File: config.mk
export PLATFORM = sky130hd
export DESIGN_NAME = alu_32bit_driver
export DESIGN_NICKNAME = d
export VERILOG_FILES = /design/src/rtl/alu_32bit_driver.sv
export SDC_FILE = /design/constraint.sdc
export NUM_CORES = 1
export LEC_CHECK = 0
export CAP_MARGIN = 20
export CORE_AREA = 3 3 172 174
export DETAILED_ROUTE_END_ITERATION = 12
export DIE_AREA = 0 0 175 177
export GPL_TIMING_DRIVEN = 0
export PLACE_DENSITY = 0.78
export SYNTH_ARGS = -nofsm -noshare
export SYNTH_HDL_FRONTEND = slang
export SYNTH_SLANG_ARGS = --single-unit
File: constraint.sdc
create_clock -name clk -period 4.9 [get_ports clk]
set_clock_uncertainty 0.1 [all_clocks]
set_input_delay 1.47 -clock clk [delete_from_list [all_inputs] [get_ports clk]]
set_output_delay 1.47 -clock clk [all_outputs]
set_load 0.02 [all_outputs]
File: src/rtl/alu_32bit_driver.sv
// Request FIFO and sequencer feeding an external combinational alu_32bit.
// Requests are popped one at a time, the ALU settles for a cycle, and the tagged result is returned.
module alu_32bit_driver #(
  parameter int DEPTH = 4,
  parameter int TAG_W = 4
) (
  input  logic             clk,
  input  logic             reset_n,
  input  logic             req_valid,
  output logic             req_ready,
  input  logic [2:0]       req_op,
  input  logic [31:0]      req_first,
  input  logic [31:0]      req_second,
  output logic [2:0]       alu_op,
  output logic [31:0]      alu_first,
  output logic [31:0]      alu_second,
  input  logic [31:0]      alu_result,
  input  logic             alu_zero,
  output logic             rsp_valid,
  input  logic             rsp_ready,
  output logic [31:0]      rsp_result,
  output logic             rsp_zero,
  output logic [TAG_W-1:0] rsp_tag,
  output logic             rsp_illegal,
  output logic             busy
);

  localparam int AW = $clog2(DEPTH);

  typedef enum logic [1:0] {IDLE, EXEC, RESP} state_t;

  state_t state;
  state_t state_next;

  logic [2:0]       fifo_op     [DEPTH];
  logic [31:0]      fifo_first  [DEPTH];
  logic [31:0]      fifo_second [DEPTH];
  logic [TAG_W-1:0] fifo_tag    [DEPTH];

  // One extra pointer bit distinguishes full from empty.
  logic [AW:0]      wr_ptr;
  logic [AW:0]      rd_ptr;
  logic [TAG_W-1:0] tag_cnt;
  logic [TAG_W-1:0] cur_tag;
  logic             empty;
  logic             full;
  logic             push;
  logic             pop;
  logic             op_illegal;

  assign empty      = (wr_ptr == rd_ptr);
  assign full       = (wr_ptr[AW] != rd_ptr[AW]) && (wr_ptr[AW-1:0] == rd_ptr[AW-1:0]);
  assign req_ready  = !full;
  assign push       = req_valid && !full;
  assign busy       = (state != IDLE) || !empty;
  assign op_illegal = (alu_op == 3'b011) || (alu_op == 3'b100) || (alu_op == 3'b101);

  // Handshakes: a transfer happens on a rising edge where valid && ready are both high;
  // the sender holds its payload stable while valid is high and ready is low.
  always_comb begin
    state_next = state;
    pop        = 1'b0;
    case (state)
      IDLE: begin
        if (!empty) begin
          pop        = 1'b1;
          state_next = EXEC;
        end
      end
      EXEC: state_next = RESP;
      RESP: begin
        if (rsp_ready) begin
          if (!empty) begin
            pop        = 1'b1;
            state_next = EXEC;
          end else begin
            state_next = IDLE;
          end
        end
      end
      default: state_next = IDLE;
    endcase
  end

  always_ff @(posedge clk) begin
    if (push) begin
      fifo_op[wr_ptr[AW-1:0]]     <= req_op;
      fifo_first[wr_ptr[AW-1:0]]  <= req_first;
      fifo_second[wr_ptr[AW-1:0]] <= req_second;
      fifo_tag[wr_ptr[AW-1:0]]    <= tag_cnt;
    end
  end

  always_ff @(posedge clk) begin
    if (!reset_n) begin
      state       <= IDLE;
      wr_ptr      <= '0;
      rd_ptr      <= '0;
      tag_cnt     <= '0;
      cur_tag     <= '0;
      alu_op      <= '0;
      alu_first   <= '0;
      alu_second  <= '0;
      rsp_valid   <= 1'b0;
      rsp_result  <= '0;
      rsp_zero    <= 1'b0;
      rsp_tag     <= '0;
      rsp_illegal <= 1'b0;
    end else begin
      state <= state_next;
      if (push) begin
        wr_ptr  <= wr_ptr + {{AW{1'b0}}, 1'b1};
        tag_cnt <= tag_cnt + {{(TAG_W-1){1'b0}}, 1'b1};
      end
      if (pop) begin
        rd_ptr     <= rd_ptr + {{AW{1'b0}}, 1'b1};
        alu_op     <= fifo_op[rd_ptr[AW-1:0]];
        alu_first  <= fifo_first[rd_ptr[AW-1:0]];
        alu_second <= fifo_second[rd_ptr[AW-1:0]];
        cur_tag    <= fifo_tag[rd_ptr[AW-1:0]];
      end
      if (state == EXEC) begin
        rsp_result  <= alu_result;
        rsp_zero    <= alu_zero;
        rsp_tag     <= cur_tag;
        rsp_illegal <= op_illegal;
        rsp_valid   <= 1'b1;
      end else if (state == RESP && rsp_ready) begin
        rsp_valid <= 1'b0;
      end
    end
  end

endmodule

==> summary.txt, run 1 <==
Final ANT Viol Nets: 0
Starting Density: 0.541
Final instance area: 19100 µm²
IO Pins: 212
Total clock sinks: 406
Critical Path Start: rd_ptr[0]
Final Hold Fails: 0
Outcome: complete, no violations
Sw frac: 0.301
PD cells: 570 nW/µm²
Layout cells sized above 1: 0.125
Top cell type by total area after synthesis: edfxtp_1
Clock power frac: 0.274
Syn avg cell area: 16.1 µm²
Most frequent cells in the layout: edfxtp_1, nand2_1, clkdlybuf4s50_1, dfxtp_1, mux2i_1
Fillers: 1895
Kind of critical path: flip-flop to output pin
Flop pwr share: 0.414
Pin count of the biggest net entering global routing: 51
Post-CTS Setup Bufs: 0
Wire per inst: 20.6 µm
Syn-to-layout area delta: 26.6%
Worst hold path type: flip-flop to flip-flop
Initial antenna violation count: 1
H-tree levels: 2
Number of gates resized after cts: 0
NetSw: 3.28 mW
Netlist cell types: 32
Hold Crit Start: rsp_result[13]
Placed Area: 17800 µm²
Total of max-cap violations: 0
Worst setup endpoint: busy
Chip height: 177 µm
Worst-path clk slew: 60 ps
GR Util All Layers: 0.218
Post-DP HPWL: 20.6 mm
Max rail drop VDD: 0.000346 V
Drt total wl: 33.2 mm
Sequential-to-total area share from yosys stat: 0.726
Path depth of the worst reg2reg path: 4
Hold_buf cts: 0
Setup crit end kind: output pin
Slew Limit Headroom: 0.454
GP Congestion: 0.809
Cells after Synth: 938
First-pass DRT Iterations: 7
Synth area leaders: edfxtp_1, dfxtp_1, mux4_2, nand2_1, mux2i_1
Die outline area: 31000 µm²
Setup ws final: 870 ps
Minimum clock period: 4030 ps
Max Fclk: 0.248 GHz
Final Instance Count excl. Fillers: 1609
Critical path fanouts, max: 10
Worst Path Arrival: 2460 ps
# setup viols final: 0
Nets: 1307
Final Cycle Share: 0.822
Worst r2r src: wr_ptr[1]
Yosys reg bits: 406
Worst hold slack: 353 ps
Cell Area, Synth: 15100 µm²
R2R setup slack: 2360 ps
CP Launch Type: flip-flop
Number of global-route vias before repair: 9149
Clock Latency Late Sink: 520 ps
R2R Path End: fifo_second[2][26]
Gate power share: 0.312
Mapped Nets: 1048
Initial DRC count: 558
Setup WS pre-CTS: 940 ps
Cell Int Power: 7.62 mW
Slew @ Worst Pin: 819 ps
Slew Viols, Final: 0
Dpl cells: 1531
Commonest non-fill, non-tap cell in the layout: edfxtp_1
Die outline width: 175 µm
Max Root-Sink Buffers: 3
Num CTS Buffers: 42
Routed vias: 8656
RSZ-0062 raised after global routing: false
First-pass GRT wire length: 52.2 mm
Root Buffer: clkbuf_16
Warnings, synthesis: 0
Port Buffers: 211
Site Rows: 61
Req. time, crit path: 3330 ps
GRT overflow: 0
Vias per cell: 5.38
CORE AREA: 27900 µm²
DRC viols: 0
Synth top area share: 0.565
Total leakage power: 6.65 nW
CTS tree: built
-- stage by stage --
| step | setup TNS, ps | total power [mW] | util |
|---|---|---|---|
| 2_1_floorplan | 0 | 6.63 | - |
| 5_1_grt | 0 | 11.4 | 0.685 |
| 3_5_place_dp | 0 | 8.00 | 0.638 |
| 4_1_cts | 0 | 11.0 | 0.684 |
| 3_3_place_gp | -338470 | 7.92 | 0.633 |
| 6_report | 0 | 10.9 | 0.685 |
-- layer usage --
| layer | wire length (µm) | global-route usage | vias up | part of all wire |
|---|---|---|---|---|
| met5 | 0 | 0 | - | 0 |
| met3 | 2350 | 0.0465 | 66 | 0.071 |
| met1 | 13400 | 0.287 | 4282 | 0.40 |
| li1 | - | - | 4008 | - |
| met4 | 786 | 0.0648 | 0 | 0.024 |
| met2 | 16700 | 0.371 | 300 | 0.50 |
-- cells in the mapped netlist --
library cell,n
o311ai_0,1
o31ai_1,2
or4_1,1
mux2i_1,77
buf_2,10
buf_1,3
dfxtp_1,122
and4b_1,2
nand2b_1,5
nand2_1,231
or3_1,1
clkbuf_1,33
nand3b_1,3
xnor2_1,3
nor2b_1,2
o211ai_1,7
buf_6,6
edfxtp_1,284
xor2_1,3
a21oi_1,39
mux4_2,71
nor2_1,3
o21ai_0,2
a311o_1,2
a31oi_2,1
nor3_1,1
nand3_1,2
and2_1,4
a311oi_1,1
inv_1,8
buf_4,2
ha_1,6
-- sequential cells by signal (all words and copies together), names as in the netlist --
register / count
fifo_first: 128
rsp_illegal: 1
fifo_tag: 16
alu_first: 32
alu_second: 32
fifo_second: 128
alu_op: 3
rsp_zero: 1
state: 2
rsp_valid: 1
fifo_op: 12
cur_tag: 4
wr_ptr: 3
rsp_result: 32
tag_cnt: 4
rsp_tag: 4
rd_ptr: 3
-- area by class of cell --
class | count | area, µm² | share of cell area
clock inverter | 8 | 42.5 | 0.00222
tap | 378 | 473 | 0.0247
inverter | 8 | 30.0 | 0.00157
clock buffer | 69 | 1260 | 0.0662
timing repair buffer | 215 | 2220 | 0.116
antenna | 1 | 2.50 | 0.000131
sequential | 406 | 11000 | 0.574
multi-input combinational | 470 | 3850 | 0.201
buffer | 54 | 268 | 0.0140
-- critical path, stage by stage, from the launching register on --
cell,delay (ps)
dfxtp_1,420
buf_2,360
xor2_1,330
nor3_1,120
nand2_1,90
clkdlybuf4s50_1,630
-- power groups by stage --
stage          sequential (mW)  clock, mW  combinational (mW)
2_1_floorplan             4.96          0                1.68
3_3_place_gp              4.57          0                3.35
3_5_place_dp              4.57          0                3.42
4_1_cts                   4.51       3.05                3.45
5_1_grt                   4.57       3.19                3.65
6_report                  4.51       2.99                3.40
-- cell families after synthesis --
group,after synthesis,share of synthesized area
buffers and inverters,62,0.0197
and+or+nand+nor,255,0.0674
DFF,406,0.726
adders and majority gates,6,0.00497
muxes,148,0.157
AOI/OAI and AO/OA,55,0.0214
xor gates and xnor gates,6,0.00348
-- worst min path at each step --
stage	endpoint	depth (start not counted)
2_1_floorplan	rsp_tag[0]	2
3_3_place_gp	rsp_tag[2]	2
3_5_place_dp	rsp_result[0]	2
4_1_cts	rsp_result[0]	2
5_1_grt	rsp_tag[1]	2
6_report	rsp_result[13]	2
Note: power is estimated with default switching activity, not from simulation.
==> inputs of run 2 (changes only) <==
==> constraint.sdc (replaced) <==
create_clock -name clk -period 3.75 [get_ports clk]
set_clock_uncertainty 0.1 [all_clocks]
set_input_delay 1.125 -clock clk [delete_from_list [all_inputs] [get_ports clk]]
set_output_delay 1.125 -clock clk [all_outputs]
set_load 0.02 [all_outputs]
==> summary.txt, run 2 (synthesized netlist as in run 1, its figures left out) <==
Post-CTS Setup Bufs: 0 (unchanged)
Slowest CP cell: clkdlybuf4s50_1
Placed Area: 17800 µm² (unchanged)
Drt total wl: 32.5 mm (-2.2%)
H-tree levels: 2 (unchanged)
Number of global-route vias before repair: 9083 (-0.72%)
Worst hold path type: flip-flop to flip-flop
Worst-path clk slew: 60 ps (about the same)
Pin count of the biggest net entering global routing: 54 (+5.9%)
IO Pins: 212 (unchanged)
First-pass GRT wire length: 50.8 mm (-2.7%)
First-pass DRT Iterations: 4 (-3)
Die outline area: 31000 µm² (unchanged)
Max rail drop VDD: 0.000567 V (+64%)
Chip height: 177 µm (unchanged)
Commonest non-fill, non-tap cell in the layout: edfxtp_1
Max Fclk: 0.279 GHz
Final design utilization: 0.688 (+0.00332)
Power, Total: 14.5 mW (+33%)
Root Buffer: clkbuf_16
Setup ws final: 165 ps (-706 ps)
Most frequent cells in the layout: edfxtp_1, nand2_1, clkdlybuf4s50_1, dfxtp_1, mux2i_1
Die outline width: 175 µm (unchanged)
Final Cycle Share: 0.956
PD cells: 753 nW/µm² (+32%)
Worst hold slack: 352 ps (-0.329 ps)
Clock Latency Late Sink: 520 ps (about the same)
Nets: 1307 (unchanged)
Setup crit end kind: output pin
# setup viols final: 0 (unchanged)
Layout cells sized above 1: 0.129 (+0.00396)
GP Congestion: 0.799 (-1.2%)
Slew Viols, Final: 0 (unchanged)
Setup WS pre-CTS: 109 ps (-831 ps)
Port Buffers: 211 (unchanged)
Final Hold Fails: 0 (unchanged)
Kind of critical path: flip-flop to output pin
CTS tree: built
Outcome: complete, no violations
Critical path fanouts, max: 10 (unchanged)
Starting Density: 0.541 (unchanged)
Initial DRC count: 526 (-5.7%)
Total clock sinks: 406 (unchanged)
Worst path cell trace: buf_2 -> xor2_1 -> nor3_1 -> nand2_1 -> clkdlybuf4s50_1
Syn-to-layout area delta: 27.2%
Initial antenna violation count: 3 (+2)
Num CTS Buffers: 42 (unchanged)
CORE AREA: 27900 µm² (unchanged)
CP Launch Type: flip-flop
Final ANT Viol Nets: 0 (unchanged)
Dpl cells: 1531 (unchanged)
Bufs and invs on worst path: 2 (unchanged)
Worst Path Arrival: 2360 ps (-100 ps)
Total leakage power: 6.70 nW (+0.75%)
DRC viols: 0 (unchanged)
Wire per inst: 20.2 µm (-2.2%)
GR Util All Layers: 0.211 (-0.00747)
Final instance area: 19200 µm² (+0.48%)
Slew @ Worst Pin: 755 ps (-63.8 ps)
Vias per cell: 5.38 (about the same)
Total of max-cap violations: 0 (unchanged)
CP top delay family: buffers and inverters
RSZ-0062 raised after global routing: false
GRT overflow: 0 (unchanged)
Minimum clock period: 3590 ps
Post-DP HPWL: 20.4 mm (-0.98%)
Slew Limit Headroom: 0.497 (+0.0425)
Routed vias: 8655 (-0.012%)
Slowest cell delay on critical path: 610 ps (-20 ps)
Setup TNS: 0 ps (unchanged)
Site Rows: 61 (unchanged)
Final Instance Count excl. Fillers: 1610 (+0.062%)
Max Root-Sink Buffers: 3 (unchanged)
Req. time, crit path: 2520 ps (-810 ps)
[run 2: cell count changes in the layout (fill, tap and decap cells not counted), moves of 4 or more]
cell / change
clkinv_1: +4
clkbuf_8: -5
bufinv_16: +4
clkinv_2: +5
clkbuf_1: -7
[run 2: final timing paths]
check | from | slack (ps) | cells after the start | to
setup / recovery | rd_ptr[1] | 160 | 5 | busy
hold reg to reg | rsp_tag[2] | 350 | 2 | rsp_tag[2]
setup reg to reg | wr_ptr[0] | 1220 | 4 | fifo_second[0][26]
hold / removal | rsp_tag[2] | 350 | 2 | rsp_tag[2]
[run 2: per-layer routing]
| layer | GRT usage | vias up | routed length (µm) |
|---|---|---|---|
| met5 | 0 | - | 23 |
| met3 | 0.0427 | 62 | 2040 |
| li1 | - | 4014 | - |
| met1 | 0.274 | 4261 | 13200 |
| met4 | 0.0642 | 4 | 749 |
| met2 | 0.363 | 314 | 16400 |
[run 2: power by group]
group / leakage [nW] / switching, mW / total, mW / internal, mW
Sequential: 3.61 / 0.383 / 5.91 / 5.52
Combinational: 2.41 / 2.30 / 4.43 / 2.13
Clock: 0.685 / 1.62 / 4.12 / 2.50
Total: 6.70 / 4.31 / 14.5 / 10.2
[run 2: worst reg2reg max path, delay by kind of cell (launching register included)]
kind	cells	cell delay [ps]
AOI/OAI and AO/OA	1	500
and+or+nand+nor	1	590
buffers and inverters	1	310
DFF	1	480
xor gates and xnor gates	1	190
[run 2: area by class of cell]
cell class / instances / area, µm²
tap: 378 / 473
timing repair buffer: 215 / 2220
antenna: 1 / 2.50
sequential: 406 / 11000
buffer: 54 / 270
clock buffer: 58 / 1190
fill: 1895 / 8720
inverter: 8 / 30.0
clock inverter: 20 / 195
multi-input combinational: 470 / 3860
[run 2: timing repair]
action | 4_1_cts | 5_1_grt
hold buffers | 0 | 0
resized for setup | 0 | 2
endpoints found under the setup margin | 0 | 1
==> inputs of run 3 (changes only) <==
--- a/config.mk
+++ b/config.mk
@@ -5,12 +5,13 @@
 export SDC_FILE = /design/constraint.sdc
 export NUM_CORES = 1
 export LEC_CHECK = 0
-export CAP_MARGIN = 20
+export CAP_MARGIN = 0
 export CORE_AREA = 3 3 172 174
 export DETAILED_ROUTE_END_ITERATION = 12
 export DIE_AREA = 0 0 175 177
 export GPL_TIMING_DRIVEN = 0
 export PLACE_DENSITY = 0.78
+export REMOVE_ABC_BUFFERS = 1
 export SYNTH_ARGS = -nofsm -noshare
 export SYNTH_HDL_FRONTEND = slang
 export SYNTH_SLANG_ARGS = --single-unit
==> summary.txt, run 3 (synthesized netlist as in run 1, its figures left out) <==
Die outline width: 175 µm (unchanged)
RSZ-0062 raised after global routing: false
Minimum clock period: 3610 ps (+27.7 ps)
CTS tree: built
Slew @ Worst Pin: 1350 ps (+591 ps)
Post-DP HPWL: 18.1 mm (-12%)
Worst path cell trace: buf_16 -> xor2_2 -> nor3_1 -> nand2_1 -> clkdlybuf4s50_1
Setup TNS: 0 ps (unchanged)
Syn-to-layout area delta: 26.3%
Pin count of the biggest net entering global routing: 93 (+72%)
Critical path fanouts, max: 39 (+29)
Layout cells sized above 1: 0.128 (-0.000893)
Commonest non-fill, non-tap cell in the layout: edfxtp_1
Final instance area: 19100 µm² (-0.72%)
Root Buffer: clkbuf_16
CP top delay family: buffers and inverters
Drt total wl: 30.2 mm (-7.1%)
Placed Area: 17700 µm² (-0.45%)
Setup crit end kind: output pin
Slowest CP cell: clkdlybuf4s50_1
Final design utilization: 0.683 (-0.00493)
Die outline area: 31000 µm² (unchanged)
Chip height: 177 µm (unchanged)
First-pass GRT wire length: 48.3 mm (-4.8%)
Wire per inst: 19.3 µm (-4.3%)
PD cells: 743 nW/µm² (-1.2%)
# setup viols final: 0 (unchanged)
Slowest cell delay on critical path: 580 ps (-30 ps)
Nets: 1262 (-3.4%)
Slew Viols, Final: 0 (unchanged)
Final Hold Fails: 0 (unchanged)
Max Fclk: 0.277 GHz (-0.77%)
Routed vias: 8357 (-3.4%)
Worst hold path type: flip-flop to flip-flop
Worst Path Arrival: 2390 ps (+30 ps)
Total clock sinks: 406 (unchanged)
Initial DRC count: 533 (+1.3%)
Req. time, crit path: 2520 ps (about the same)
GR Util All Layers: 0.199 (-0.0122)
R2R setup slack: 830 ps (-390 ps)
Outcome: complete, no violations
First-pass DRT Iterations: 5 (+1)
Ant. Diodes: 0 (-1)
Kind of critical path: flip-flop to output pin
DRC viols: 0 (unchanged)
Hold_buf cts: 0 (unchanged)
Fillers: 1884 (-0.58%)
Final Cycle Share: 0.963 (+0.00738)
Worst-path clk slew: 60 ps (about the same)
IO Pins: 212 (unchanged)
CP Launch Type: flip-flop
GRT overflow: 0 (unchanged)
Max rail drop VDD: 0.000645 V (+14%)
CORE AREA: 27900 µm² (unchanged)
Max Root-Sink Buffers: 3 (unchanged)
Number of global-route vias before repair: 8817 (-2.9%)
Initial antenna violation count: 1 (-2)
Bufs and invs on worst path: 2 (unchanged)
Slew Limit Headroom: 0.103 (-0.394)
Most frequent cells in the layout: edfxtp_1, nand2_1, clkdlybuf4s50_1, dfxtp_1, mux2i_1
Starting Density: 0.541 (unchanged)
GP Congestion: 0.724 (-9.4%)
Total of max-cap violations: 0 (unchanged)
Clock Latency Late Sink: 520 ps (about the same)
Num CTS Buffers: 42 (unchanged)
Total leakage power: 6.61 nW (-1.4%)
Final ANT Viol Nets: 0 (unchanged)
Vias per cell: 5.35 (-0.54%)
H-tree levels: 2 (unchanged)
Site Rows: 61 (unchanged)
Port Buffers: 211 (unchanged)
[run 3: stage by stage]
step / power [mW] / worst slack [ps] / cells / hold slack [ps]
after floorplan: 8.75 / -2960 / 884 / 332
after global placement: 9.29 / -5920 / 1473 / 340
after detailed placement: 10.4 / 33.6 / 1484 / 344
after CTS: 14.3 / 6.09 / 1563 / 352
after global routing: 14.8 / 40.8 / 1563 / 371
final: 14.2 / 137 / 1563 / 351
[run 3: final timing paths]
check / to / startpoint / depth (start not counted)
setup reg to reg: fifo_second[0][19] / rd_ptr[1] / 5
setup / recovery: busy / rd_ptr[1] / 5
hold / removal: rsp_tag[3] / cur_tag[3] / 2
hold reg to reg: rsp_tag[3] / cur_tag[3] / 2
[run 3: layer usage]
| metal | wire length [µm] | track usage | up-vias | share of wire |
|---|---|---|---|---|
| met5 | 13 | 0 | - | 0.00043 |
| met4 | 570 | 0.0502 | 2 | 0.019 |
| met3 | 2200 | 0.0534 | 43 | 0.073 |
| met2 | 15100 | 0.344 | 262 | 0.50 |
| met1 | 12300 | 0.252 | 4140 | 0.41 |
| li1 | - | - | 3910 | - |
[run 3: power by group]
part | leakage, nW | switching [mW] | internal [mW] | total (mW)
logic | 2.37 | 2.21 | 2.15 | 4.36
registers | 3.61 | 0.406 | 5.53 | 5.94
clock network | 0.631 | 1.61 | 2.27 | 3.88
total | 6.61 | 4.22 | 9.96 | 14.2
[run 3: cell type report]
class	instances	area (µm²)	area share
clock inverters	12	103	0.00538
well taps	378	473	0.0248
flip-flops and latches	406	11000	0.575
repair buffers	224	2430	0.127
multi-input cells	470	3860	0.203
inverters	8	30.0	0.00157
clock buffers	65	1200	0.0628
[run 3: tightest hold or removal path, cell delays in order, from the launching register on]
cell	delay, ps
dfxtp_1	310
nand2_1	50
a21oi_1	50
[run 3: repair_timing]
item | CTS | global route
setup endpoints to repair | 2 | 2
buffers inserted | 2 | 0
gates cloned | 0 | 0
gates resized for setup | 0 | 2
